--- src/rtl/famicom_bus_initiator.sv ---
// Famicom cartridge-edge bus initiator: free-running M2, CPU cycles aligned to
// M2 periods, PPU cycles timed by a strobe counter, one command at a time.
module famicom_bus_initiator #(
  parameter int M2_PHASE_CYCLES   = 4,
  parameter int PPU_STROBE_CYCLES = 3
) (
  input  logic        clk,
  input  logic        rst,
  input  logic        cmd_valid,
  output logic        cmd_ready,
  input  logic        cmd_ppu,
  input  logic        cmd_write,
  input  logic [15:0] cmd_addr,
  input  logic [7:0]  cmd_wdata,
  output logic        rsp_valid,
  output logic [7:0]  rsp_rdata,
  output logic        m2,
  output logic        romsel,
  output logic        cpu_rw,
  output logic [14:0] cpu_addr,
  output logic [7:0]  cpu_data_out,
  output logic        cpu_data_oe,
  input  logic [7:0]  cpu_data_in,
  output logic        ppu_rd,
  output logic        ppu_wr,
  output logic [13:0] ppu_addr,
  output logic        ppu_not_a13,
  output logic [7:0]  ppu_data_out,
  output logic        ppu_data_oe,
  input  logic [7:0]  ppu_data_in,
  input  logic        irq_n,
  output logic        irq
);

  localparam logic [8:0] PH_LAST = 9'(2 * M2_PHASE_CYCLES - 1);
  localparam logic [8:0] PH_HIGH = 9'(M2_PHASE_CYCLES);
  localparam logic [7:0] ST_LAST = 8'(PPU_STROBE_CYCLES - 1);

  typedef enum logic [2:0] {
    IDLE, CPU_WAIT, CPU_RUN, CPU_DONE, PPU_SETUP, PPU_STROBE, PPU_HOLD, PPU_DONE
  } state_t;

  state_t      state, state_nxt;
  logic [8:0]  ph, ph_nxt;
  logic [7:0]  strb_cnt;
  logic        irq_s1;

  // latched command
  logic        c_ppu, c_write;
  logic [15:0] c_addr;
  logic [7:0]  c_wdata;

  // command fields as seen by next-cycle outputs (an accept this edge wins)
  logic        accept;
  logic        cur_write;
  logic [15:0] cur_addr;
  logic [7:0]  cur_wdata;

  // next values of the registered outputs
  logic        ready_n, vld_n, m2_n, romsel_n, rw_n, coe_n, rd_n, wr_n, poe_n;
  logic [14:0] caddr_n;
  logic [7:0]  cdata_n, pdata_n;
  logic [13:0] paddr_n;

  assign accept    = cmd_valid & cmd_ready;
  assign cur_write = accept ? cmd_write : c_write;
  assign cur_addr  = accept ? cmd_addr  : c_addr;
  assign cur_wdata = accept ? cmd_wdata : c_wdata;
  assign ph_nxt    = (ph == PH_LAST) ? 9'd0 : ph + 9'd1;

  // next state: CPU cycles enter RUN only on a period boundary
  always_comb begin
    state_nxt = state;
    unique case (state)
      IDLE, CPU_DONE, PPU_DONE: begin
        state_nxt = IDLE;
        if (accept) begin
          if (cmd_ppu)             state_nxt = PPU_SETUP;
          else if (ph_nxt == 9'd0) state_nxt = CPU_RUN;
          else                     state_nxt = CPU_WAIT;
        end
      end
      CPU_WAIT:   if (ph_nxt == 9'd0) state_nxt = CPU_RUN;
      CPU_RUN:    if (ph_nxt == 9'd0) state_nxt = CPU_DONE;
      PPU_SETUP:  state_nxt = PPU_STROBE;
      PPU_STROBE: if (strb_cnt == ST_LAST) state_nxt = PPU_HOLD;
      PPU_HOLD:   state_nxt = PPU_DONE;
      default:    state_nxt = IDLE;
    endcase
  end

  // next output values, derived from the state/phase of the coming cycle
  always_comb begin
    ready_n  = (state_nxt == IDLE) || (state_nxt == CPU_DONE) || (state_nxt == PPU_DONE);
    vld_n    = (state_nxt == CPU_DONE) || (state_nxt == PPU_DONE);
    m2_n     = (ph_nxt >= PH_HIGH);
    romsel_n = 1'b1;
    rw_n     = 1'b1;
    coe_n    = 1'b0;
    caddr_n  = cpu_addr;
    cdata_n  = cpu_data_out;
    rd_n     = 1'b1;
    wr_n     = 1'b1;
    poe_n    = 1'b0;
    paddr_n  = ppu_addr;
    pdata_n  = ppu_data_out;
    if (state_nxt == CPU_RUN) begin
      romsel_n = ~(cur_addr[15] & m2_n);
      rw_n     = ~cur_write;
      coe_n    = cur_write & (ph_nxt != 9'd0);
      caddr_n  = cur_addr[14:0];
      cdata_n  = cur_wdata;
    end
    // write data is held one clk after m2 falls
    if (state_nxt == CPU_DONE) coe_n = cpu_data_oe;
    if (state_nxt == PPU_SETUP) begin
      paddr_n = cur_addr[13:0];
      pdata_n = cur_wdata;
    end
    if (state_nxt == PPU_SETUP || state_nxt == PPU_STROBE || state_nxt == PPU_HOLD)
      poe_n = cur_write;
    if (state_nxt == PPU_STROBE) begin
      rd_n = cur_write;
      wr_n = ~cur_write;
    end
  end

  // state, phase counter, command latch and registered outputs
  always_ff @(posedge clk) begin
    if (rst) begin
      state        <= IDLE;
      ph           <= '0;
      strb_cnt     <= '0;
      c_ppu        <= 1'b0;
      c_write      <= 1'b0;
      c_addr       <= '0;
      c_wdata      <= '0;
      cmd_ready    <= 1'b0;
      rsp_valid    <= 1'b0;
      rsp_rdata    <= '0;
      m2           <= 1'b0;
      romsel       <= 1'b1;
      cpu_rw       <= 1'b1;
      cpu_addr     <= '0;
      cpu_data_out <= '0;
      cpu_data_oe  <= 1'b0;
      ppu_rd       <= 1'b1;
      ppu_wr       <= 1'b1;
      ppu_addr     <= '0;
      ppu_not_a13  <= 1'b1;
      ppu_data_out <= '0;
      ppu_data_oe  <= 1'b0;
    end else begin
      state    <= state_nxt;
      ph       <= ph_nxt;
      strb_cnt <= (state == PPU_STROBE) ? strb_cnt + 8'd1 : 8'd0;
      if (accept) begin
        c_ppu   <= cmd_ppu;
        c_write <= cmd_write;
        c_addr  <= cmd_addr;
        c_wdata <= cmd_wdata;
      end
      // read data capture: last m2-high clk, or last strobe clk
      if (state == CPU_RUN && !c_write && !c_ppu && ph == PH_LAST)
        rsp_rdata <= cpu_data_in;
      else if (state == PPU_STROBE && !c_write && strb_cnt == ST_LAST)
        rsp_rdata <= ppu_data_in;
      cmd_ready    <= ready_n;
      rsp_valid    <= vld_n;
      m2           <= m2_n;
      romsel       <= romsel_n;
      cpu_rw       <= rw_n;
      cpu_addr     <= caddr_n;
      cpu_data_out <= cdata_n;
      cpu_data_oe  <= coe_n;
      ppu_rd       <= rd_n;
      ppu_wr       <= wr_n;
      ppu_addr     <= paddr_n;
      ppu_not_a13  <= ~paddr_n[13];
      ppu_data_out <= pdata_n;
      ppu_data_oe  <= poe_n;
    end
  end

  // two-flop synchroniser for the cartridge /IRQ line
  always_ff @(posedge clk) begin
    if (rst) begin
      irq_s1 <= 1'b0;
      irq    <= 1'b0;
    end else begin
      irq_s1 <= ~irq_n;
      irq    <= irq_s1;
    end
  end

endmodule

--- config.mk ---
export PLATFORM = sky130hd
export DESIGN_NAME = famicom_bus_initiator
export DESIGN_NICKNAME = d
export VERILOG_FILES = /design/src/rtl/famicom_bus_initiator.sv
export SDC_FILE = /design/constraint.sdc
export NUM_CORES = 1
export LEC_CHECK = 0
export CORE_UTILIZATION = 40
export DETAILED_ROUTE_END_ITERATION = 8
export PLACE_DENSITY = 0.67
export SLEW_MARGIN = 20
export SYNTH_ARGS = -nofsm -noshare
export SYNTH_HDL_FRONTEND = slang
export SYNTH_SLANG_ARGS = --single-unit
--- constraint.sdc ---
create_clock -name clk -period 5.4 [get_ports clk]
set_clock_uncertainty 0.15 [all_clocks]
set_input_delay 1.08 -clock clk [delete_from_list [all_inputs] [get_ports clk]]
set_output_delay 1.08 -clock clk [all_outputs]
set_load 0.05 [all_outputs]
After elaboration in Yosys (flattened, before gate mapping):

Index checks and enable logic that the tools add are counted.

* equal/unequal tests: 15
* add/subtract/negate cells: 2
* reductions and logical operators: 22
* $lt $le $gt $ge: 1
* bitwise operators: 11
* multiplexer cells: 15

Operators with widths (count)
* $eq 3x3->1 const B: 8
* $mux 8: 3
* $pmux 3 s6: 1
* $mux 16: 1
* $mux 3: 5
* $mux 14: 1
* $eq 3x2->1 const B: 4
* $add 9x1->9 const B: 1
* $eq 9x3->1 const B: 1
* $ge 9x3->1 const B: 1
* $logic_not 9->1: 1
* $mux 9: 1
* $reduce_bool 9->1: 1
* $add 8x1->8 const B: 1
* $eq 8x2->1 const B: 1
* $not 1->1: 8
* $reduce_or 2->1: 4
* $logic_not 3->1: 2
* $logic_and 1x1->1: 5
* $logic_or 1x1->1: 5
* $and 1x1->1: 3
* $eq 3x1->1 const B: 1
* $reduce_or 3->1: 1
* $logic_not 1->1: 2
* other kinds (3): 4

* bits in registers: 111
* output and inout port bits: 64

Depth between registers and ports, before layout:

Gate-level depths: netlist (run 1).

* depth in word-level cells: 12
* mapped depth: 10

Worst setup path after synthesis (run 1):

No wires, ideal clock.

* path type: input-to-reg
* start: input cmd_valid
* end: register cpu_addr[0]
* stages: 6
* data required time: 5.129 ns
* arrival time: 2.619 ns
* buffers on the path: 2
* path slack: 2.509 ns
* cells stage by stage: and2_1 clkbuf_1 clkbuf_1 mux2i_1 nor2_1 mux2_4

* word-level cells in the longest chain between the ends: 4
* elaborated cells on any way between the ends: 5

RTL lines
* from (decl): RTL line 9 `input logic cmd_valid,`
* $and 1x1->1 *: RTL line 65 `assign accept = cmd_valid & cmd_ready;`
* $mux 3: RTL line 77 `if (accept) begin`
* $pmux 3 s6: RTL line 74 `unique case (state)`
* $eq 3x2->1: RTL line 107 `if (state_nxt == CPU_RUN) begin`
* to (signal assigned): RTL line 173 `cpu_addr <= caddr_n;`
* to (decl): RTL line 20 `output logic [14:0] cpu_addr,`

Every way passes the cells marked *; elsewhere a longest branch is shown, timed or not.
A chain may end at the register's enable or synchronous reset.

Final worst setup path (run 1):

* start: input cmd_valid
* end: register ppu_not_a13

* word-level cells in the longest chain between the ends: 6
* elaborated cells on any way between the ends: 7

RTL lines
* $and 1x1->1 *: RTL line 65
* $mux 3: RTL line 77
* $pmux 3 s6: RTL line 74
* $eq 3x3->1: RTL line 116 `if (state_nxt == PPU_SETUP) begin`
* $mux 14 *: RTL line 116
* $not 1->1 *: RTL line 179 `ppu_not_a13 <= ~paddr_n[13];`
* to (signal assigned): RTL line 179
* to (decl): RTL line 27 `output logic ppu_not_a13,`

Marked as above.

==> results by group, run 1 <==
Run status
  – Status: finished, final reports clean

Route
  – Routed via count: between 3000 and 4000
  – Post-Route WL: 10000 um
  – DR pass1 iterations: 4
  – Drc violations: 0
  – Vias per cell: 5.04
  – Initial DRC count: 119
  – Avg WL per Cell: 14.6 um
  – DRT antenna net count: 0

Layout
  – Non-filler cells, final: 685
  – ANT cells: 0
  – Layout cells sized above 1: 10.6%
  – Finished Core Util: 53.6%
  – Area of the multi-input gates: between 2000 and 2500 um2
  – Fill cell count: 1017
  – FF/Latch Area: 2220 um2
  – P&R area growth vs syn: 30.2%
  – Nets: 589

Timing
  – Slew @ Worst Pin: around 1000 ps
  – Max-slew violation count: 0
  – Min Tclk post-route: 3380 ps
  – RSZ-0062 raised after global routing: no
  – Final Hold Viols: 0
  – Rel. slew slack: 32.0%
  – Highest Clock Rate: between 200 and 300 MHz
  – Final setup fails: 0
  – Total negative setup slack: 0 ps
  – Final period util: between 60% and 70%

Critical path
  – Top fanout value on the critical path: 44
  – Crit end category: flop
  – Worst Setup Start Kind: input port
  – WP data arrival: 3500 ps
  – WP data required: 5510 ps
  – CP max-delay cell: nor2_4
  – WS Path Type: input port to flop
  – Crit-path cells: clkdlybuf4s50_1 -> and2_2 -> buf_4 -> nand2_1 -> nor2_4 -> nor2_1 -> a211o_1
  – Crit path largest cell delay: 750 ps

Clock network
  – CTS tree: yes
  – H-tree depth: 3
  – Clock latency on the worst-skew pair: 380 ps
  – CTS buffer count: 9
  – Postcts setup bufs: 0
  – Clk slew on worst S/H paths: 110 ps
  – CTS hold repair buffers: 0
  – Root buffer cell: clkbuf_8
  – # clock sinks: 111
  – Clk buf depth: 2
  – Post-CTS sizing: 0

Global routing
  – First-pass GRT wire length: 16200 um
  – Largest net degree at the start of global routing: 58
  – Vias in the first global route: 3457
  – Initial antenna violation count: 0
  – Tot GR Track Use: around 18%
  – Grt total ovfl: 0

Synth
  – Asr flop ratio synth: 0%
  – Synth Instances: 445
  – Dominant synthesized flop cell: dfxtp_1
  – Cell area after synthesis: roughly 4500 um2
  – #FFs+latches synth: 111
  – Largest area contributor in the netlist: dfxtp_1
  – Commonest cells in the netlist: 111 x dfxtp_1, 84 x nor2_1, 31 x mux2i_1
  – Top post-synthesis cells by area: dfxtp_1 50%, nor2_1 7.1%, mux2i_1 7.0%
  – Synth Area per Inst: ~10 um2
  – Yosys top cell area share: 49.8%
  – Top-count cell post-synth: dfxtp_1
  – Net Count, Synth: 494
  – EDFF count, synth: 0
  – Syn. warnings: 0
  – Synth cell types: 56
  – Seq/Total Area, Yosys: 49.8%

Placed design
  – Routability Congestion: between 0.7 and 0.8
  – Placed Cells: ~670
  – DP Wirelength: between 6000 and 7000 um
  – IO Port Bufs: 109

Die
  – Die width: 108 um
  – Die H: 108 um
  – Die area: 11600 um2
  – Core Footprint: roughly 11000 um2
  – Starting Density: 41.1%
  – IO Pins: 110
  – Row count: 38

Pwr
  – Clock share of power: 29.7%
  – Switching Fraction: 29.9%
  – Int Power: 1.15 mW
  – Power Total: 1.64 mW
  – Net switching power: 0.491 mW
  – Sequential group share of total power: 53.3%
  – Comb pwr share: 17.0%
  – PwrDens: ~280 nW/um2
  – Leakage Power: 2.21 nW
  – VDD IR max: between 150 and 200 uV

Hold path
  – Min-Delay Path Class: flop to flop

Run
  – Max Cap Violations: 0
[state kept, by name, summed over array words and instances (netlist names), 3 cells and up]
register / cells
c_wdata: 8
ppu_addr: 14
ppu_data_out: 8
rsp_rdata: 8
strb_cnt: 8
cpu_addr: 15
cpu_data_out: 8
c_addr: 16
state: 3
ph: 9
[layout make-up]
class / count / share of cell area, %
Clock inverter: 7 / 1.34
Inverter: 5 / 0.323
Clock buffer: 9 / 2.13
Multi-Input combinational cell: 301 / 35.8
Timing Repair Buffer: 112 / 19.1
Tap cell: 140 / 3.02
Sequential cell: 111 / 38.3
[per-layer routing]
layer | wire, um | track usage [%]
met5 | 0 | 0
met4 | 165 | 6.36
met2 | 4640 | 29.8
met3 | 769 | 6.11
met1 | 4430 | 21.0
[critical path: cells and delay by family]
kind | cells | cell delay, ps
simple gates | 4 | 1180
compound gates | 1 | 310
buf+inv | 2 | 900
[path summary, 6_finish.rpt]
| check | end | depth (start not counted) | slack [ps] | startpoint |
|---|---|---|---|---|
| worst min register to register | irq$_SDFF_PP0_ | 1 | 310 | irq_s1$_SDFF_PP0_ |
| worst max register to register | cpu_addr[14]$_SDFFE_PP0N_ | 8 | 2240 | ph[0]$_SDFF_PP0_ |
| worst min-delay path | irq$_SDFF_PP0_ | 1 | 310 | irq_s1$_SDFF_PP0_ |
| worst max-delay path | ppu_not_a13$_SDFF_PP1_ | 7 | 2020 | cmd_valid |
[through the flow]
step           setup slack, ps  cell area (um2)  hold WS (ps)
3_5_place_dp              1620             5610           286
6_report                  2020             5810           310
2_1_floorplan             2510             4460           264
5_1_grt                   1840             5810           333
4_1_cts                   2030             5810           313
3_3_place_gp              1660             5610           275
[cells by family after synthesis]
group | after synthesis | synth area share, %
fa+ha+maj | 3 | 0.842
simple gates | 167 | 18.2
buf+inv | 33 | 3.70
xor+xnor | 12 | 2.36
compound gates | 63 | 10.1
mux | 56 | 15.0
flops | 111 | 49.8
[cell usage in the layout, fill, tap and decap left out, types with 2 or more instances in the layout]
cell	netlist	layout
dfxtp_1	111	111
clkdlybuf4s50_1	0	108
nor2_1	84	83
mux2i_1	31	31
nor2b_1	26	26
a21oi_1	21	21
a211oi_1	21	21
mux2_4	18	18
nand2_1	15	15
nand3_1	11	11
clkbuf_8	0	9
xor2_1	7	7
nor3_1	6	6
mux2_2	6	6
inv_1	5	5
xnor2_1	5	5
and3_1	4	4
nand3b_1	3	3
or3_1	3	3
ha_1	3	3
buf_4	1	3
nand2b_1	2	2
o21ai_1	2	2
a31o_2	2	2
o21ai_0	2	2
nand4_1	2	2
o21a_1	2	2
inv_8	0	2
clkinv_4	0	2
clkinv_8	0	2
[power by group through the flow]
stage	sequential [mW]	clock [mW]	combinational, mW
floorplan	0.947	0	0.129
global placement	0.893	0	0.275
detailed placement	0.894	0	0.279
CTS	0.876	0.500	0.280
global route	0.880	0.533	0.298
finish	0.875	0.488	0.279
No activity file was read; power rests on OpenSTA's default activity.
==> run 2: changes to the inputs <==
- PLACE_DENSITY: 0.67 -> 0.7
- clock period: 5.4 -> 3.1 ns (I/O delays scaled with it)
==> run 2 against run 1 <==
Net effect:
- first-iteration DRC count fell by 9.2%
- register-to-register slack worse by 2000 ps
- critical path depth up 1
- routed wire length down 2.6%
- largest power group unchanged
- clock-buffer cell count is 1 higher
- non-clock buffer count increased by 5
- final cell count rose by 0.73%
==> results by group, run 2 (synthesized netlist as in run 1, its figures left out) <==
Clock network
  – H-tree depth: 3 (unchanged)
  – Clk buf depth: 2 (unchanged)
  – # clock sinks: 111 (unchanged)
  – CTS buffer count: 9 (unchanged)
  – Clk slew on worst S/H paths: 100 ps (about the same)
  – CTS tree: yes
  – Clock latency on the worst-skew pair: 370 ps (about the same)
  – Root buffer cell: clkbuf_8

Run
  – Max Cap Violations: 0 (unchanged)

Layout
  – Max reg flops: 16 (unchanged)
  – ANT cells: 0 (unchanged)
  – Layout cells sized above 1: 11.5% (+0.81 points)
  – Finished Core Util: 54.2% (+0.66 points)
  – Nets: 594 (+0.85%)
  – P&R area growth vs syn: 31.8%
  – Fill cell count: 967 (-4.9%)
  – Largest register by flop count: c_addr
  – Design area: 5880 um2 (+1.2%)
  – Commonest non-fill, non-tap cell in the layout: dfxtp_1
  – Most frequent cells in the layout: 111 x dfxtp_1, 108 x clkdlybuf4s50_1, 83 x nor2_1
  – Top Registers: c_addr (16), cpu_addr (15), ppu_addr (14)

Die
  – Die width: 108 um (unchanged)
  – IO Pins: 110 (unchanged)
  – Die H: 108 um (unchanged)
  – Core Footprint: 10800 um2 (unchanged)
  – Die area: 11600 um2 (unchanged)
  – Row count: 38 (unchanged)
  – Starting Density: 41.1% (unchanged)

Pwr
  – Power Total: 2.83 mW (+73%)
  – VDD IR max: 316 uV (+94%)
  – Switching Fraction: 29.2% (-0.65 points)
  – Clock share of power: 28.7% (-1.0 points)
  – PwrDens: 482 nW/um2 (+71%)
  – Leakage Power: 2.24 nW (+1.4%)
  – Comb pwr share: 17.5% (+0.5 points)
  – Int Power: 2.00 mW (+74%)
  – Sequential group share of total power: 53.7% (+0.4 points)
  – Net switching power: 0.829 mW (+69%)

Timing
  – Rel. slew slack: 64.4% (+32 points)
  – Highest Clock Rate: approximately 350 MHz
  – Final setup fails: 0 (unchanged)
  – RSZ-0062 raised after global routing: no
  – Final period util: 92.6%
  – Final Hold Viols: 0 (unchanged)
  – Min Tclk post-route: 2870 ps
  – Max-slew violation count: 0 (unchanged)
  – Slew @ Worst Pin: 533 ps (-487 ps)
  – Total negative setup slack: 0 ps (unchanged)

Global routing
  – First-pass GRT wire length: 16000 um (-1.3%)
  – Largest net degree at the start of global routing: 53 (-8.6%)
  – Grt total ovfl: 0 (unchanged)
  – Vias in the first global route: 3402 (-1.6%)
  – Tot GR Track Use: 17.6% (-0.22 points)
  – Initial antenna violation count: 0 (unchanged)

Critical path
  – Worst Setup Start Kind: flop
  – WS Path Type: flop to flop
  – WP data required: 3210 ps (-2300 ps)
  – WP data arrival: 2980 ps (-520 ps)
  – FF-to-FF path depth: 8 (unchanged)
  – Top fanout value on the critical path: 15 (-66%)
  – Crit end category: flop

Route
  – Routed via count: 3436 (-0.49%)
  – Vias per cell: 4.98 (-1.2%)
  – Initial DRC count: 108 (-9.2%)
  – Avg WL per Cell: 14.1 um (-3.3%)
  – Post-Route WL: 9740 um (-2.6%)
  – Drc violations: 0 (unchanged)
  – DR pass1 iterations: 6 (+2)
  – DRT antenna net count: 0 (unchanged)

Placed design
  – Area after DPL: 5690 um2 (+1.6%)
  – IO Port Bufs: 109 (unchanged)
  – DP Wirelength: 6940 um (-0.66%)
  – Routability Congestion: 0.877 (+11%)

Hold path
  – Min-Delay Path Class: flop to flop
  – Hold Crit Depth: 1 (unchanged)

Run status
  – Status: finished, final reports clean
[run 2: layout make-up]
type | count | area (um2) | share of cell area (%)
multi-input cells | 301 | 2080 | 35.4
clock buffers | 10 | 128 | 2.17
clock inverters | 6 | 55.1 | 0.937
repair buffers | 117 | 1200 | 20.3
inverters | 5 | 18.8 | 0.319
flip-flops and latches | 111 | 2220 | 37.8
well taps | 140 | 175 | 2.98
[run 2: final timing paths]
check	start	slack (ps)	endpoint
worst max-delay path	ph[0]$_SDFF_PP0_	230	cpu_addr[5]$_SDFFE_PP0N_
worst max register to register	ph[0]$_SDFF_PP0_	230	cpu_addr[5]$_SDFFE_PP0N_
worst min register to register	irq_s1$_SDFF_PP0_	300	irq$_SDFF_PP0_
worst min-delay path	irq_s1$_SDFF_PP0_	300	irq$_SDFF_PP0_
[run 2: repair_timing]
item	in CTS	in global routing
buffers inserted	0	0
setup endpoints to repair	0	16
hold buffers	0	0
resized for setup	0	1
[run 2: power groups by stage]
stage / Clock (mW) / Sequential (mW) / Combinational, mW
after floorplan: 0 / 1.65 / 0.225
after global placement: 0 / 1.55 / 0.494
after CTS: 0.833 / 1.52 / 0.501
after detailed placement: 0 / 1.55 / 0.499
after global routing: 0.888 / 1.53 / 0.534
final: 0.815 / 1.52 / 0.497
[run 2: worst max-delay path, stage by stage, from the launching register on]
cell and delay [ps]:
dfxtp_1 460, ha_2 290, nand3_1 110, or3_1 370
a31oi_2 290, or3_4 210, mux2i_4 350, buf_12 220
mux2_4 310
[run 2: through the flow]
stage | worst slack, ps | cells | hold WS, ps
detailed placement | 218 | 674 | 290
CTS | 191 | 690 | 312
finish | 228 | 690 | 304
global route | 31.1 | 690 | 316
floorplan | 405 | 445 | 264
global placement | 290 | 674 | 272
[run 2: routing by layer]
metal  wire, um  vias to the layer above  GRT usage (%)
li1           -                     1731              -
met1       4260                     1595           20.5
met2       4670                       98           30.7
met3        693                       12           5.39
met4        115                        0           5.19
met5          0                        -              0
